<file path="config.mk">
export PLATFORM = sky130hd
export DESIGN_NAME = div_flat
export DESIGN_NICKNAME = d
export VERILOG_FILES = /design/src/rtl/div_if.sv /design/src/rtl/div.sv /design/src/flat_wrapper.sv
export SDC_FILE = /design/constraint.sdc
export NUM_CORES = 1
export LEC_CHECK = 0
export CAP_MARGIN = 0
export CORE_ASPECT_RATIO = 1.25
export CORE_MARGIN = 3
export CORE_UTILIZATION = 57
export CTS_CLUSTER_DIAMETER = 60
export DETAILED_ROUTE_END_ITERATION = 16
export PLACE_DENSITY = 0.86
export SLEW_MARGIN = 0
export SYNTH_ARGS = -nofsm -noshare
export SYNTH_HDL_FRONTEND = slang
export SYNTH_SLANG_ARGS = --single-unit
</file>
<file path="constraint.sdc">
create_clock -name clk -period 4.6 [get_ports clk]
set_input_delay 0.92 -clock clk [delete_from_list [all_inputs] [get_ports clk]]
set_output_delay 0.92 -clock clk [all_outputs]
set_load 0.01 [all_outputs]
</file>
<file path="src/rtl/div_if.sv">
// Handshake and operand bundle between the EX stage and the iterative divider.
interface div_if #(
  parameter int DATA_W = 32
);
  logic                  signed_div_i;
  logic [DATA_W-1:0]     opdata1_i;
  logic [DATA_W-1:0]     opdata2_i;
  logic                  start_i;
  logic                  annul_i;
  logic [2*DATA_W-1:0]   result_o;
  logic                  ready_o;

  modport master (
    output signed_div_i, opdata1_i, opdata2_i, start_i, annul_i,
    input  result_o, ready_o
  );

  modport slave (
    input  signed_div_i, opdata1_i, opdata2_i, start_i, annul_i,
    output result_o, ready_o
  );
endinterface

</file>
<file path="src/rtl/div.sv">
// Radix-2 restoring divider, one quotient bit per cycle; signed mode divides
// magnitudes and fixes signs on the way out. result = {remainder, quotient}.
module div #(
  parameter int DATA_W = 32
) (
  input logic  clk,
  input logic  rst,
  div_if.slave bus
);
  localparam int CNT_W = $clog2(DATA_W + 1);
  localparam int WK_W  = 2 * DATA_W + 1;

  typedef enum logic [1:0] {IDLE, BYZERO, ON, END} state_t;

  state_t                state_q, state_d;
  logic [CNT_W-1:0]      cnt_q, cnt_d;
  logic [WK_W-1:0]       work_q, work_d;
  logic [DATA_W-1:0]     divisor_q, divisor_d;
  logic                  neg_quot_q, neg_quot_d;
  logic                  neg_rem_q, neg_rem_d;
  logic [2*DATA_W-1:0]   result_q, result_d;
  logic                  ready_q, ready_d;
  logic [DATA_W:0]       diff;

  function automatic logic [DATA_W-1:0] magnitude(input logic [DATA_W-1:0] x,
                                                  input logic            sgn);
    return (sgn && x[DATA_W-1]) ? (~x + 1'b1) : x;
  endfunction

  function automatic logic [DATA_W-1:0] apply_sign(input logic [DATA_W-1:0] x,
                                                   input logic            neg);
    return neg ? (~x + 1'b1) : x;
  endfunction

  always_comb begin
    state_d    = state_q;
    cnt_d      = cnt_q;
    work_d     = work_q;
    divisor_d  = divisor_q;
    neg_quot_d = neg_quot_q;
    neg_rem_d  = neg_rem_q;
    result_d   = result_q;
    ready_d    = ready_q;
    diff       = work_q[2*DATA_W:DATA_W] - {1'b0, divisor_q};

    case (state_q)
      IDLE: begin
        if (bus.start_i && !bus.annul_i) begin
          divisor_d  = magnitude(bus.opdata2_i, bus.signed_div_i);
          work_d     = {{DATA_W{1'b0}}, magnitude(bus.opdata1_i, bus.signed_div_i), 1'b0};
          neg_quot_d = bus.signed_div_i & (bus.opdata1_i[DATA_W-1] ^ bus.opdata2_i[DATA_W-1]);
          neg_rem_d  = bus.signed_div_i & bus.opdata1_i[DATA_W-1];
          cnt_d      = '0;
          state_d    = (bus.opdata2_i == '0) ? BYZERO : ON;
        end
      end
      BYZERO: begin
        if (bus.annul_i) begin
          state_d  = IDLE;
        end else begin
          state_d  = END;
          ready_d  = 1'b1;
          result_d = '0;
        end
      end
      ON: begin
        if (bus.annul_i) begin
          state_d = IDLE;
          cnt_d   = '0;
        end else if (cnt_q != CNT_W'(DATA_W)) begin
          // Borrow out of the trial subtraction means the divisor did not fit
          if (diff[DATA_W]) begin
            work_d = {work_q[WK_W-2:0], 1'b0};
          end else begin
            work_d = {diff[DATA_W-1:0], work_q[DATA_W-1:0], 1'b1};
          end
          cnt_d = cnt_q + 1'b1;
        end else begin
          state_d  = END;
          ready_d  = 1'b1;
          result_d = {apply_sign(work_q[2*DATA_W:DATA_W+1], neg_rem_q),
                      apply_sign(work_q[DATA_W-1:0], neg_quot_q)};
          cnt_d    = '0;
        end
      end
      END: begin
        if (!bus.start_i) begin
          state_d  = IDLE;
          ready_d  = 1'b0;
          result_d = '0;
        end
      end
      default: state_d = IDLE;
    endcase
  end

  always_ff @(posedge clk) begin
    if (rst) begin
      state_q    <= IDLE;
      cnt_q      <= '0;
      work_q     <= '0;
      divisor_q  <= '0;
      neg_quot_q <= 1'b0;
      neg_rem_q  <= 1'b0;
      result_q   <= '0;
      ready_q    <= 1'b0;
    end else begin
      state_q    <= state_d;
      cnt_q      <= cnt_d;
      work_q     <= work_d;
      divisor_q  <= divisor_d;
      neg_quot_q <= neg_quot_d;
      neg_rem_q  <= neg_rem_d;
      result_q   <= result_d;
      ready_q    <= ready_d;
    end
  end

  assign bus.result_o = result_q;
  assign bus.ready_o  = ready_q;
endmodule

</file>
<file path="src/flat_wrapper.sv">
// flat-port wrapper written by rule: the top's interface ports become plain ports
module div_flat 
#(
  parameter int DATA_W = 32
)
  (clk, rst, bus_signed_div_i, bus_opdata1_i, bus_opdata2_i, bus_start_i, bus_annul_i, bus_result_o, bus_ready_o);
  div_if #(.DATA_W(DATA_W)) bus_i ();
  input logic clk;
  input logic rst;
  input wire logic [$bits(bus_i.signed_div_i)-1:0] bus_signed_div_i;
  input wire logic [$bits(bus_i.opdata1_i)-1:0] bus_opdata1_i;
  input wire logic [$bits(bus_i.opdata2_i)-1:0] bus_opdata2_i;
  input wire logic [$bits(bus_i.start_i)-1:0] bus_start_i;
  input wire logic [$bits(bus_i.annul_i)-1:0] bus_annul_i;
  output wire logic [$bits(bus_i.result_o)-1:0] bus_result_o;
  output wire logic [$bits(bus_i.ready_o)-1:0] bus_ready_o;
  assign bus_i.signed_div_i = bus_signed_div_i;
  assign bus_i.opdata1_i = bus_opdata1_i;
  assign bus_i.opdata2_i = bus_opdata2_i;
  assign bus_i.start_i = bus_start_i;
  assign bus_i.annul_i = bus_annul_i;
  assign bus_result_o = bus_i.result_o;
  assign bus_ready_o = bus_i.ready_o;
  div #(.DATA_W(DATA_W)) u_core (.clk(clk), .rst(rst), .bus(bus_i));
endmodule
</file>
==> out/results.ini, run 1 <==
[critical_path]
startpoint_type = primary input
ff2ff_setup_slack_ns = 0.99
path_class = in2reg
slowest_delay_ns = 0.62
cp_common_cell = nand2_1
required_ns = 4.95
critPathArrivalTime_ns = 3.97
endpoint_kind = register
critical_path.endpoint = u_core.work_q[29]
r2r-end = u_core.bus.result_o[30]
critical_path.slowest_cell = or4b_2
crit_fanout = 5
r2r_start = u_core.work_q[14]
path_cells = clkdlybuf4s50_1 > inv_1 > ha_1 > or4b_2 > nor4_1 > nand3_1 > nand2_1 > o21ai_0 > a21oi_1 > xnor2_1 > nand2_1 > a311oi_1
startpoint = bus_opdata1_i[0]
r2r_cells = 9

[final_layout]
drive_gt1_share_pct = 4.93
areaGrowthSynthToFinish_pct = 19.3
layoutNonFillerInstCount = 1728
seqCellArea_um2 = 3440
antenna-diode-count = 0
finalNetCount = 1600
fill_cells = 1487
multi_input_area_um2 = 6990

[power_and_ir_drop]
power_density_nw_per_um2 = 440
p_clk_share_pct = 26.9
leakagePower_uw = 0.00483
ir_drop_uv = 306
swShare_pct = 40.1
power_frac_seq_pct = 32.0
intPower_uw = 3420
p_comb_share_pct = 41.0
p_switching_uw = 2300
power_uw = 5720

[route]
vias_per_cell = 6.14
drcViolationCount = 0
totalWireLength_mm = 30.0
wire_per_inst_um = 17.4
vias = 10609
ant_nets = 0
firstDrtPassIters = 5
drt_iter0_markers = 674

[synthesis]
synth-seq-cells = 172
synth_edf_count = 0
netlist_area_um2 = 10900
syn_inst = 1397
async_flop_share_pct = 0
synth_area_leaders = dfxtp_1 (32%), xnor2_1 (8.5%), nand2_1 (5.7%)
ys_seq_area_share_pct = 31.6
syn_nets = 1510
synth-xor-area-share_pct = 11.8
synthFlopType = dfxtp_1
synth_area_leader_cell = dfxtp_1
postSynthAreaPerCell_um2 = 7.81
synthAdderAreaFrac_pct = 5.12
synth.most_common_cell = dfxtp_1
synthMuxAreaShare_pct = 2.94
synth-simple-area-share_pct = 19.5
synth_top_area_share_pct = 31.6
yosys_warnings = 0
ys_types = 67
synth_compound_area_share_pct = 24.5
synth_top_family_by_area = compound AO/OA/AOI/OAI gates
yosys-top-cells-count = dfxtp_1 (172), nand2_1 (166), nor2_1 (151), xnor2_1 (106), o21ai_0 (102)

[clocking]
clock_latency_ns = 0.44
cts_root_buffer = clkbuf_16
cts_setup_buffers = 0
tritoncts = yes
cts_max_level = 4
clk_pin_slew_ns = 0.07
postCtsResizedCells = 0
ctsHoldBuffers = 0
cts.path.max_buffers = 2
cts_sinks = 172
cts_buffers = 17

[timing]
fmax_mhz = 276
tightest_slew_ns = 1.15
slew_viol_final = 0
min_period_ns = 3.62
rsz0062_at_grt = no
clock_skew_ns = 0.00941
timing.setup.tns_ns = 0
setup_viol = 0
hold_violations = 0
fin_crit_sh_pct = 78.7
setup_ws_ns = 0.979
fin_hold_ws_ns = 0.460
maxSlewHeadroom_pct = 23.1

[grt]
grt_usage_pct = 28.6
grt.overflow.total = 0
grt_max_degree = 65
grt_antenna_before_repair = 0
grt_pass1_vias = 10211
grt_first_pass_wirelength_mm = 48.6

[floorplan]
die_h_um = 161
pin_count = 134
die_area_um2 = 20800
num_rows = 55
die_w_um = 130
start_util_pct = 59.1
core-area_um2 = 18400

[job]
cap_violations = 0

[min_path]
hp-class = reg2reg

[placement]
hpwlAfterDp_mm = 22.3
place_congestion = 0.946
dp_cells = 1696
pre_cts_slack_ns = 0.559
io_buffers = 133

[run_status]
status = finished clean

==> critical path: cells and delay by family <==
family	cells	cell delay [ns]
buffers and inverters	2	0.51
AOI/OAI and AO/OA	3	0.71
adders and majority gates	1	0.17
and+or+nand+nor	5	1.51
xor gates and xnor gates	1	0.14
==> layer usage <==
layer,share of wire [%],GRT usage (%)
met4,4.4,14.6
met3,4.6,4.09
met2,53,52.7
met1,38,31.3
met5,0,0
==> stage by stage <==
step / utilization [%] / cell area [µm²]
floorplan: - / 10900
global placement: 67.2 / 12400
detailed placement: 67.2 / 12400
CTS: 70.6 / 13000
global route: 70.6 / 13000
finish: 70.6 / 13000
==> state kept, by name, indices dropped and copies added (netlist names) <==
register / flops
u_core.cnt_q: 6
u_core.work_q: 65
u_core.state_q: 2
u_core.neg_rem_q: 1
u_core.bus.ready_o: 1
u_core.divisor_q: 32
u_core.neg_quot_q: 1
u_core.bus.result_o: 64
==> cell type report <==
cell class | count | share of cell area, %
Inverter | 52 | 1.50
Clock buffer | 17 | 3.27
Sequential cell | 172 | 26.5
Timing Repair Buffer | 152 | 11.3
Multi-Input combinational cell | 1092 | 53.7
Tap cell | 228 | 2.19
Clock inverter | 15 | 1.57
==> cells by family after synthesis <==
| group | after synthesis |
|---|---|
| mux | 32 |
| fa+ha+maj | 44 |
| buf+inv | 133 |
| compound gates | 407 |
| flops | 172 |
| xor+xnor | 147 |
| simple gates | 462 |
==> cells in the final DEF, fill, tap and decap left out, types with 7 or more instances in the layout <==
| master | instances |
|---|---|
| a211oi_1 | 31 |
| a21o_1 | 10 |
| a21oi_1 | 92 |
| a22o_1 | 22 |
| a22oi_1 | 41 |
| a31oi_1 | 7 |
| and2_1 | 8 |
| buf_4 | 20 |
| clkbuf_16 | 17 |
| clkdlybuf4s50_1 | 132 |
| dfxtp_1 | 172 |
| ha_1 | 43 |
| inv_1 | 51 |
| mux2i_1 | 32 |
| nand2_1 | 166 |
| nand2b_1 | 14 |
| nand3_1 | 24 |
| nor2_1 | 149 |
| nor3_1 | 21 |
| o211ai_1 | 16 |
| o21ai_0 | 102 |
| o31ai_1 | 27 |
| o41ai_1 | 13 |
| or3_1 | 17 |
| or4_1 | 14 |
| xnor2_1 | 106 |
| xor2_1 | 41 |
==> worst min-delay path by stage <==
| stage | start | endpoint | cells after the start |
|---|---|---|---|
| finish | u_core.divisor_q[31] | u_core.divisor_q[31] | 2 |
| detailed placement | u_core.divisor_q[31] | u_core.divisor_q[31] | 2 |
| CTS | u_core.divisor_q[31] | u_core.divisor_q[31] | 2 |
| floorplan | u_core.divisor_q[31] | u_core.divisor_q[31] | 2 |
| global route | u_core.bus.result_o[62] | u_core.bus.result_o[62] | 1 |
| global placement | u_core.divisor_q[31] | u_core.divisor_q[31] | 2 |
==> power groups by stage <==
stage               clock, µW  combinational (µW)  sequential [µW]
finish                   1540                2350             1830
global route             1610                2590             1850
CTS                      1560                2330             1820
detailed placement          0                2310             1860
global placement            0                2270             1850
floorplan                   0                1750             1810
No activity file was read; power rests on OpenSTA's default activity.
==> run 2, diff against run 1 <==
==> constraint.sdc (replaced) <==
create_clock -name clk -period 3.75 [get_ports clk]
set_input_delay 0.75 -clock clk [delete_from_list [all_inputs] [get_ports clk]]
set_output_delay 0.75 -clock clk [all_outputs]
set_load 0.01 [all_outputs]
==> out/results.ini, run 2 (same netlist as run 1, synthesis figures left out) <==
[power_and_ir_drop]
intPower_uw = 4060  ; was 3420 µW
p_comb_share_pct = 42.5  ; was 41.0%
p_switching_uw = 2860  ; was 2300 µW
leakagePower_uw = 0.00496  ; was 0.00483 µW
swShare_pct = 41.3  ; was 40.1%
power_density_nw_per_um2 = 525  ; was 440 nW/µm²
p_clk_share_pct = 25.2  ; was 26.9%
ir_drop_uv = 345  ; was 306 µV
power_frac_seq_pct = 32.3  ; was 32.0%

[critical_path]
startpoint = u_core.work_q[14]  ; was bus_opdata1_i[0]
path_class = reg2reg  ; was in2reg
critical_path.slowest_cell = or4_1  ; was or4b_2
required_ns = 4.08  ; was 4.95 ns
path_cells = or4_1 > or3_4 > or3_4 > or3_4 > or3_4 > or4_4 > o41ai_4 > xnor2_1 > a22o_1  ; was clkdlybuf4s50_1 > inv_1 > ha_1 > or4b_2 > nor4_1 > nand3_1 > nand2_1 > o21ai_0 > a21oi_1 > xnor2_1 > nand2_1 > a311oi_1
slowest_delay_ns = 0.57  ; was 0.62 ns
r2r-end = u_core.bus.result_o[30]  ; unchanged
r2r_cells = 9  ; unchanged
r2r_start = u_core.work_q[14]  ; unchanged
cp_common_cell = or3_4  ; was nand2_1
crit_fanout = 7  ; was 5
ff2ff_setup_slack_ns = 0.17  ; was 0.99 ns
endpoint_kind = register  ; unchanged
critPathArrivalTime_ns = 3.91  ; was 3.97 ns
startpoint_type = register  ; was primary input

[final_layout]
antenna-diode-count = 0  ; unchanged
multi_input_area_um2 = 7000  ; was 6990 µm²
areaGrowthSynthToFinish_pct = 21.0  ; was 19.3%
finalNetCount = 1626  ; was 1600
layoutNonFillerInstCount = 1754  ; was 1728
final_cell_mix = dfxtp_1 (172), nand2_1 (166), nor2_1 (149), clkdlybuf4s50_1 (132), xnor2_1 (106)  ; unchanged
regMostFlops = u_core.work_q  ; unchanged
drive_gt1_share_pct = 6.62  ; was 4.93%
fill_cells = 1470  ; was 1487
final_common_cell = dfxtp_1  ; unchanged
fin_util_pct = 71.6  ; was 70.6%
largest_register_ffs = 65  ; unchanged
seqCellArea_um2 = 3440  ; unchanged

[floorplan]
num_rows = 55  ; unchanged
core-area_um2 = 18400  ; unchanged
die_area_um2 = 20800  ; unchanged
pin_count = 134  ; unchanged
die_w_um = 130  ; unchanged
start_util_pct = 59.1  ; unchanged
die_h_um = 161  ; unchanged

[clocking]
clk_pin_slew_ns = 0.08  ; was 0.07 ns
clock_latency_ns = 0.44  ; about the same
cts.path.max_buffers = 2  ; unchanged
tritoncts = yes  ; unchanged
cts_buffers = 17  ; unchanged
cts_sinks = 172  ; unchanged
cts_max_level = 4  ; unchanged
cts_setup_buffers = 0  ; unchanged
cts_root_buffer = clkbuf_16  ; unchanged

[grt]
grt_pass1_vias = 10322  ; was 10211
grt_antenna_before_repair = 0  ; unchanged
grt.overflow.total = 0  ; unchanged
grt_first_pass_wirelength_mm = 49.8  ; was 48.6 mm
grt_usage_pct = 29.3  ; was 28.6%
grt_max_degree = 65  ; unchanged

[run_status]
status = finished clean  ; unchanged

[job]
cap_violations = 0  ; unchanged

[timing]
slew_viol_final = 0  ; unchanged
setup_viol = 0  ; unchanged
maxSlewHeadroom_pct = 22.3  ; was 23.1%
fin_crit_sh_pct = 95.4
hold_violations = 0  ; unchanged
setup_ws_ns = 0.173  ; was 0.979 ns
clock_skew_ns = 0.00934  ; was 0.00941 ns
tightest_slew_ns = 1.16  ; was 1.15 ns
timing.setup.tns_ns = 0  ; unchanged
min_period_ns = 3.58
rsz0062_at_grt = no  ; unchanged
fmax_mhz = 280

[placement]
io_buffers = 133  ; unchanged
hpwlAfterDp_mm = 22.8  ; was 22.3 mm
dp_cells = 1722  ; was 1696
place_congestion = 0.978  ; was 0.946
pre_cts_slack_ns = 0.0960  ; was 0.559 ns

[route]
wire_per_inst_um = 17.5  ; was 17.4 µm
firstDrtPassIters = 8  ; was 5
ant_nets = 0  ; unchanged
drt_iter0_markers = 752  ; was 674
vias = 10789  ; was 10609
drcViolationCount = 0  ; unchanged
totalWireLength_mm = 30.7  ; was 30.0 mm
vias_per_cell = 6.15  ; was 6.14

[min_path]
hp-start = u_core.divisor_q[31]  ; unchanged
hold_path_depth = 2  ; unchanged
hp-class = reg2reg  ; unchanged
hold_path_end = u_core.divisor_q[31]  ; unchanged

## run 2: changes by cell type in the layout (fill, tap and decap cells not counted), moves of 2 or more
cell,before,now
clkinv_4,1,3
buf_12,0,2
clkinv_8,1,3
buf_4,20,44
bufinv_16,3,0
## run 2: what timing repair did
action	4_1_cts	5_1_grt
setup endpoints to repair	0	1
hold buffers	0	0
resized for setup	0	1
## run 2: final cells by class
| cell class | instances | area share, % |
|---|---|---|
| clock buffers | 18 | 3.33 |
| clock inverters | 14 | 1.15 |
| inverters | 52 | 1.48 |
| multi-input cells | 1092 | 53.0 |
| flip-flops and latches | 172 | 26.1 |
| well taps | 228 | 2.16 |
| repair buffers | 178 | 12.8 |
## run 2: worst max-delay path by stage
stage                                    to  slack, ns  cells past startpoint
CTS                 u_core.bus.result_o[30]       0.20                      9
detailed placement     u_core.divisor_q[29]        0.1                      9
global placement       u_core.divisor_q[29]       0.17                      9
global route              u_core.work_q[37]     0.0002                     13
finish              u_core.bus.result_o[30]       0.17                      9
floorplan                 u_core.work_q[46]       0.17                     13
## run 2: per-layer routing
metal	GRT usage, %	part of all wire, %	wire [µm]
met5	0	0	0
met2	52.4	52	16100
met1	32.2	38	11500
met4	17.1	5.6	1730
met3	4.36	4.6	1420
## run 2: metrics by stage
stage	hold slack, ns	total power [µW]	area [µm²]
6_report	0.477	6920	13200
2_1_floorplan	0.432	4360	10900
3_5_place_dp	0.463	5150	12600
5_1_grt	0.497	7350	13200
3_3_place_gp	0.455	5090	12600
4_1_cts	0.481	6900	13200
## run 2: critical path: cells and delay by family (launching register included)
| kind | cells | cell delay (ns) |
|---|---|---|
| AOI/OAI and AO/OA | 2 | 0.44 |
| xor gates and xnor gates | 1 | 0.10 |
| DFF | 1 | 0.38 |
| and+or+nand+nor | 6 | 2.55 |
## run 2: power groups by stage
stage	Sequential [µW]	Clock [µW]	Combinational [µW]
after floorplan	2220	0	2140
final	2240	1750	2940
after detailed placement	2270	0	2880
after CTS	2230	1760	2910
after global routing	2270	1840	3240
after global placement	2260	0	2820
==> run 3, diff against run 2 <==
--- a/config.mk
+++ b/config.mk
@@ -7,10 +7,11 @@
 export LEC_CHECK = 0
 export CAP_MARGIN = 0
 export CORE_ASPECT_RATIO = 1.25
-export CORE_MARGIN = 3
+export CORE_MARGIN = 2
 export CORE_UTILIZATION = 57
 export CTS_CLUSTER_DIAMETER = 60
 export DETAILED_ROUTE_END_ITERATION = 16
+export MAX_ROUTING_LAYER = met4
 export PLACE_DENSITY = 0.86
 export SLEW_MARGIN = 0
 export SYNTH_ARGS = -nofsm -noshare
==> out/results.ini, run 3 (same netlist as run 1, synthesis figures left out) <==
[run_status]
status = finished clean  ; unchanged

[final_layout]
fin_util_pct = 70.1  ; was 71.6%
finalNetCount = 1620  ; was 1626
fill_cells = 1523  ; was 1470
antenna-diode-count = 0  ; unchanged
areaGrowthSynthToFinish_pct = 20.8  ; was 21.0%
stdcell_area_um2 = 13200  ; about the same
final_common_cell = dfxtp_1  ; unchanged
layoutNonFillerInstCount = 1752  ; was 1754
final_cell_mix = dfxtp_1 (172), nand2_1 (166), nor2_1 (149), clkdlybuf4s50_1 (132), xnor2_1 (106)  ; unchanged
drive_gt1_share_pct = 6.18  ; was 6.62%
largest_register_ffs = 65  ; unchanged
regMostFlops = u_core.work_q  ; unchanged

[min_path]
hp-start = u_core.divisor_q[31]  ; unchanged
hp-class = reg2reg  ; unchanged
hold_path_depth = 2  ; unchanged
hold_path_end = u_core.divisor_q[31]  ; unchanged

[clocking]
cts_sinks = 172  ; unchanged
cts_buffers = 17  ; unchanged
tritoncts = yes  ; unchanged
clk_pin_slew_ns = 0.07  ; was 0.08 ns
cts_max_level = 4  ; unchanged
clock_latency_ns = 0.44  ; about the same
cts.path.max_buffers = 2  ; unchanged
cts_setup_buffers = 0  ; unchanged
cts_root_buffer = clkbuf_16  ; unchanged

[power_and_ir_drop]
ir_drop_uv = 378  ; was 345 µV
p_clk_share_pct = 25.3  ; was 25.2%
p_switching_uw = 2840  ; was 2860 µW
leakagePower_uw = 0.00492  ; was 0.00496 µW
power_density_nw_per_um2 = 527  ; was 525 nW/µm²
p_comb_share_pct = 42.3  ; was 42.5%
intPower_uw = 4110  ; was 4060 µW
swShare_pct = 40.9  ; was 41.3%
power_frac_seq_pct = 32.3  ; about the same

[timing]
timing.setup.tns_ns = 0  ; unchanged
clock_skew_ns = 0.0103  ; was 0.00934 ns
fin_crit_sh_pct = 95.7  ; was 95.4%
setup_viol = 0  ; unchanged
fmax_mhz = 279  ; was 280 MHz
tightest_slew_ns = 1.15  ; was 1.16 ns
min_period_ns = 3.59  ; was 3.58 ns
maxSlewHeadroom_pct = 23.5  ; was 22.3%
rsz0062_at_grt = no  ; unchanged
slew_viol_final = 0  ; unchanged
hold_violations = 0  ; unchanged

[critical_path]
path_class = reg2reg  ; unchanged
crit_fanout = 7  ; unchanged
r2r_cells = 9  ; unchanged
endpoint_kind = register  ; unchanged
r2r-end = u_core.bus.result_o[29]  ; was u_core.bus.result_o[30]
ff2ff_setup_slack_ns = 0.16  ; was 0.17 ns
required_ns = 4.09  ; was 4.08 ns
critPathArrivalTime_ns = 3.93  ; was 3.91 ns
startpoint_type = register  ; unchanged
r2r_start = u_core.work_q[14]  ; unchanged
startpoint = u_core.work_q[14]  ; unchanged

[route]
wire_per_inst_um = 17.0  ; was 17.5 µm
ant_nets = 0  ; unchanged
drcViolationCount = 0  ; unchanged
drt_iter0_markers = 578  ; was 752
totalWireLength_mm = 29.8  ; was 30.7 mm
vias_per_cell = 6.01  ; was 6.15
firstDrtPassIters = 5  ; was 8
vias = 10536  ; was 10789

[floorplan]
die_area_um2 = 20300  ; was 20800 µm²
start_util_pct = 58.1  ; was 59.1%
die_w_um = 128  ; was 130 µm
die_h_um = 159  ; was 161 µm
num_rows = 56  ; was 55
pin_count = 134  ; unchanged
core-area_um2 = 18800  ; was 18400 µm²

[grt]
grt_max_degree = 75  ; was 65
grt_first_pass_wirelength_mm = 48.3  ; was 49.8 mm
grt_antenna_before_repair = 0  ; unchanged
grt_usage_pct = 30.5  ; was 29.3%
grt.overflow.total = 0  ; unchanged
grt_pass1_vias = 10128  ; was 10322

[job]
cap_violations = 0  ; unchanged

[placement]
postPlaceCellArea_um2 = 12600  ; about the same
place_congestion = 0.959  ; was 0.978
hpwlAfterDp_mm = 22.3  ; was 22.8 mm
io_buffers = 133  ; unchanged
dp_cells = 1720  ; was 1722

-- run 3: cell count changes in the layout (fill, tap and decap cells not counted) --
cell,before,now
buf_4,44,36
o31ai_1,27,26
o31ai_2,0,1
nor4_1,4,5
clkbuf_1,0,1
clkinvlp_4,1,3
inv_6,4,3
bufinv_16,0,1
buf_6,0,1
clkbuf_8,1,0
clkinv_8,3,1
buf_12,2,3
nor4_2,1,0
-- run 3: power by group through the flow --
stage / logic [µW] / registers [µW] / clock network, µW
global route: 3220 / 2270 / 1850
detailed placement: 2880 / 2280 / 0
finish: 2940 / 2250 / 1760
floorplan: 2140 / 2220 / 0
global placement: 2830 / 2270 / 0
CTS: 2910 / 2240 / 1780
-- run 3: worst max-delay path by stage --
stage                                    endpoint  slack (ns)  cells past startpoint
after global routing      u_core.bus.result_o[29]       0.006                      9
after floorplan                 u_core.work_q[46]        0.17                     13
after detailed placement     u_core.divisor_q[29]        0.05                      9
final                     u_core.bus.result_o[29]        0.16                      9
after global placement       u_core.divisor_q[29]        0.17                      9
after CTS                 u_core.bus.result_o[29]        0.12                      9
-- run 3: per-layer routing --
metal	track usage (%)	share of wire (%)	up-vias
met5	-	0	-
met2	55.3	52	289
met3	4.30	4.0	102
met1	31.6	38	4930
li1	-	-	5215
met4	17.9	5.2	0
-- run 3: per-stage QoR --
| step | setup slack, ns | hold WS (ns) | power [µW] |
|---|---|---|---|
| detailed placement | 0.0522 | 0.458 | 5150 |
| global placement | 0.167 | 0.442 | 5100 |
| finish | 0.160 | 0.470 | 6950 |
| floorplan | 0.165 | 0.432 | 4360 |
| global route | 0.00573 | 0.483 | 7350 |
| CTS | 0.117 | 0.467 | 6920 |
-- run 3: repair_timing --
item | in CTS | in global routing
hold buffers | 0 | 0
resized for setup | 0 | 2
setup endpoints to repair | 0 | 8
hold endpoints to repair | 0 | 0
-- run 3: cell type report --
type	instances	area, µm²	share of cell area (%)
Multi-Input combinational cell	1092	6990	53.1
Sequential cell	172	3440	26.1
Timing Repair Buffer	172	1660	12.6
Clock buffer	18	429	3.26
Tap cell	232	290	2.20
Inverter	52	195	1.48
Clock inverter	14	155	1.18
-- run 3: worst max-delay path, stage by stage (launching register included) --
cell     delay (ns)
dfxtp_1        0.38
or4_1          0.56
or3_4          0.39
or3_4          0.37
or3_4          0.35
or3_4          0.36
or4_1          0.47
o31ai_2        0.28
xnor2_1        0.13
a22o_1         0.20
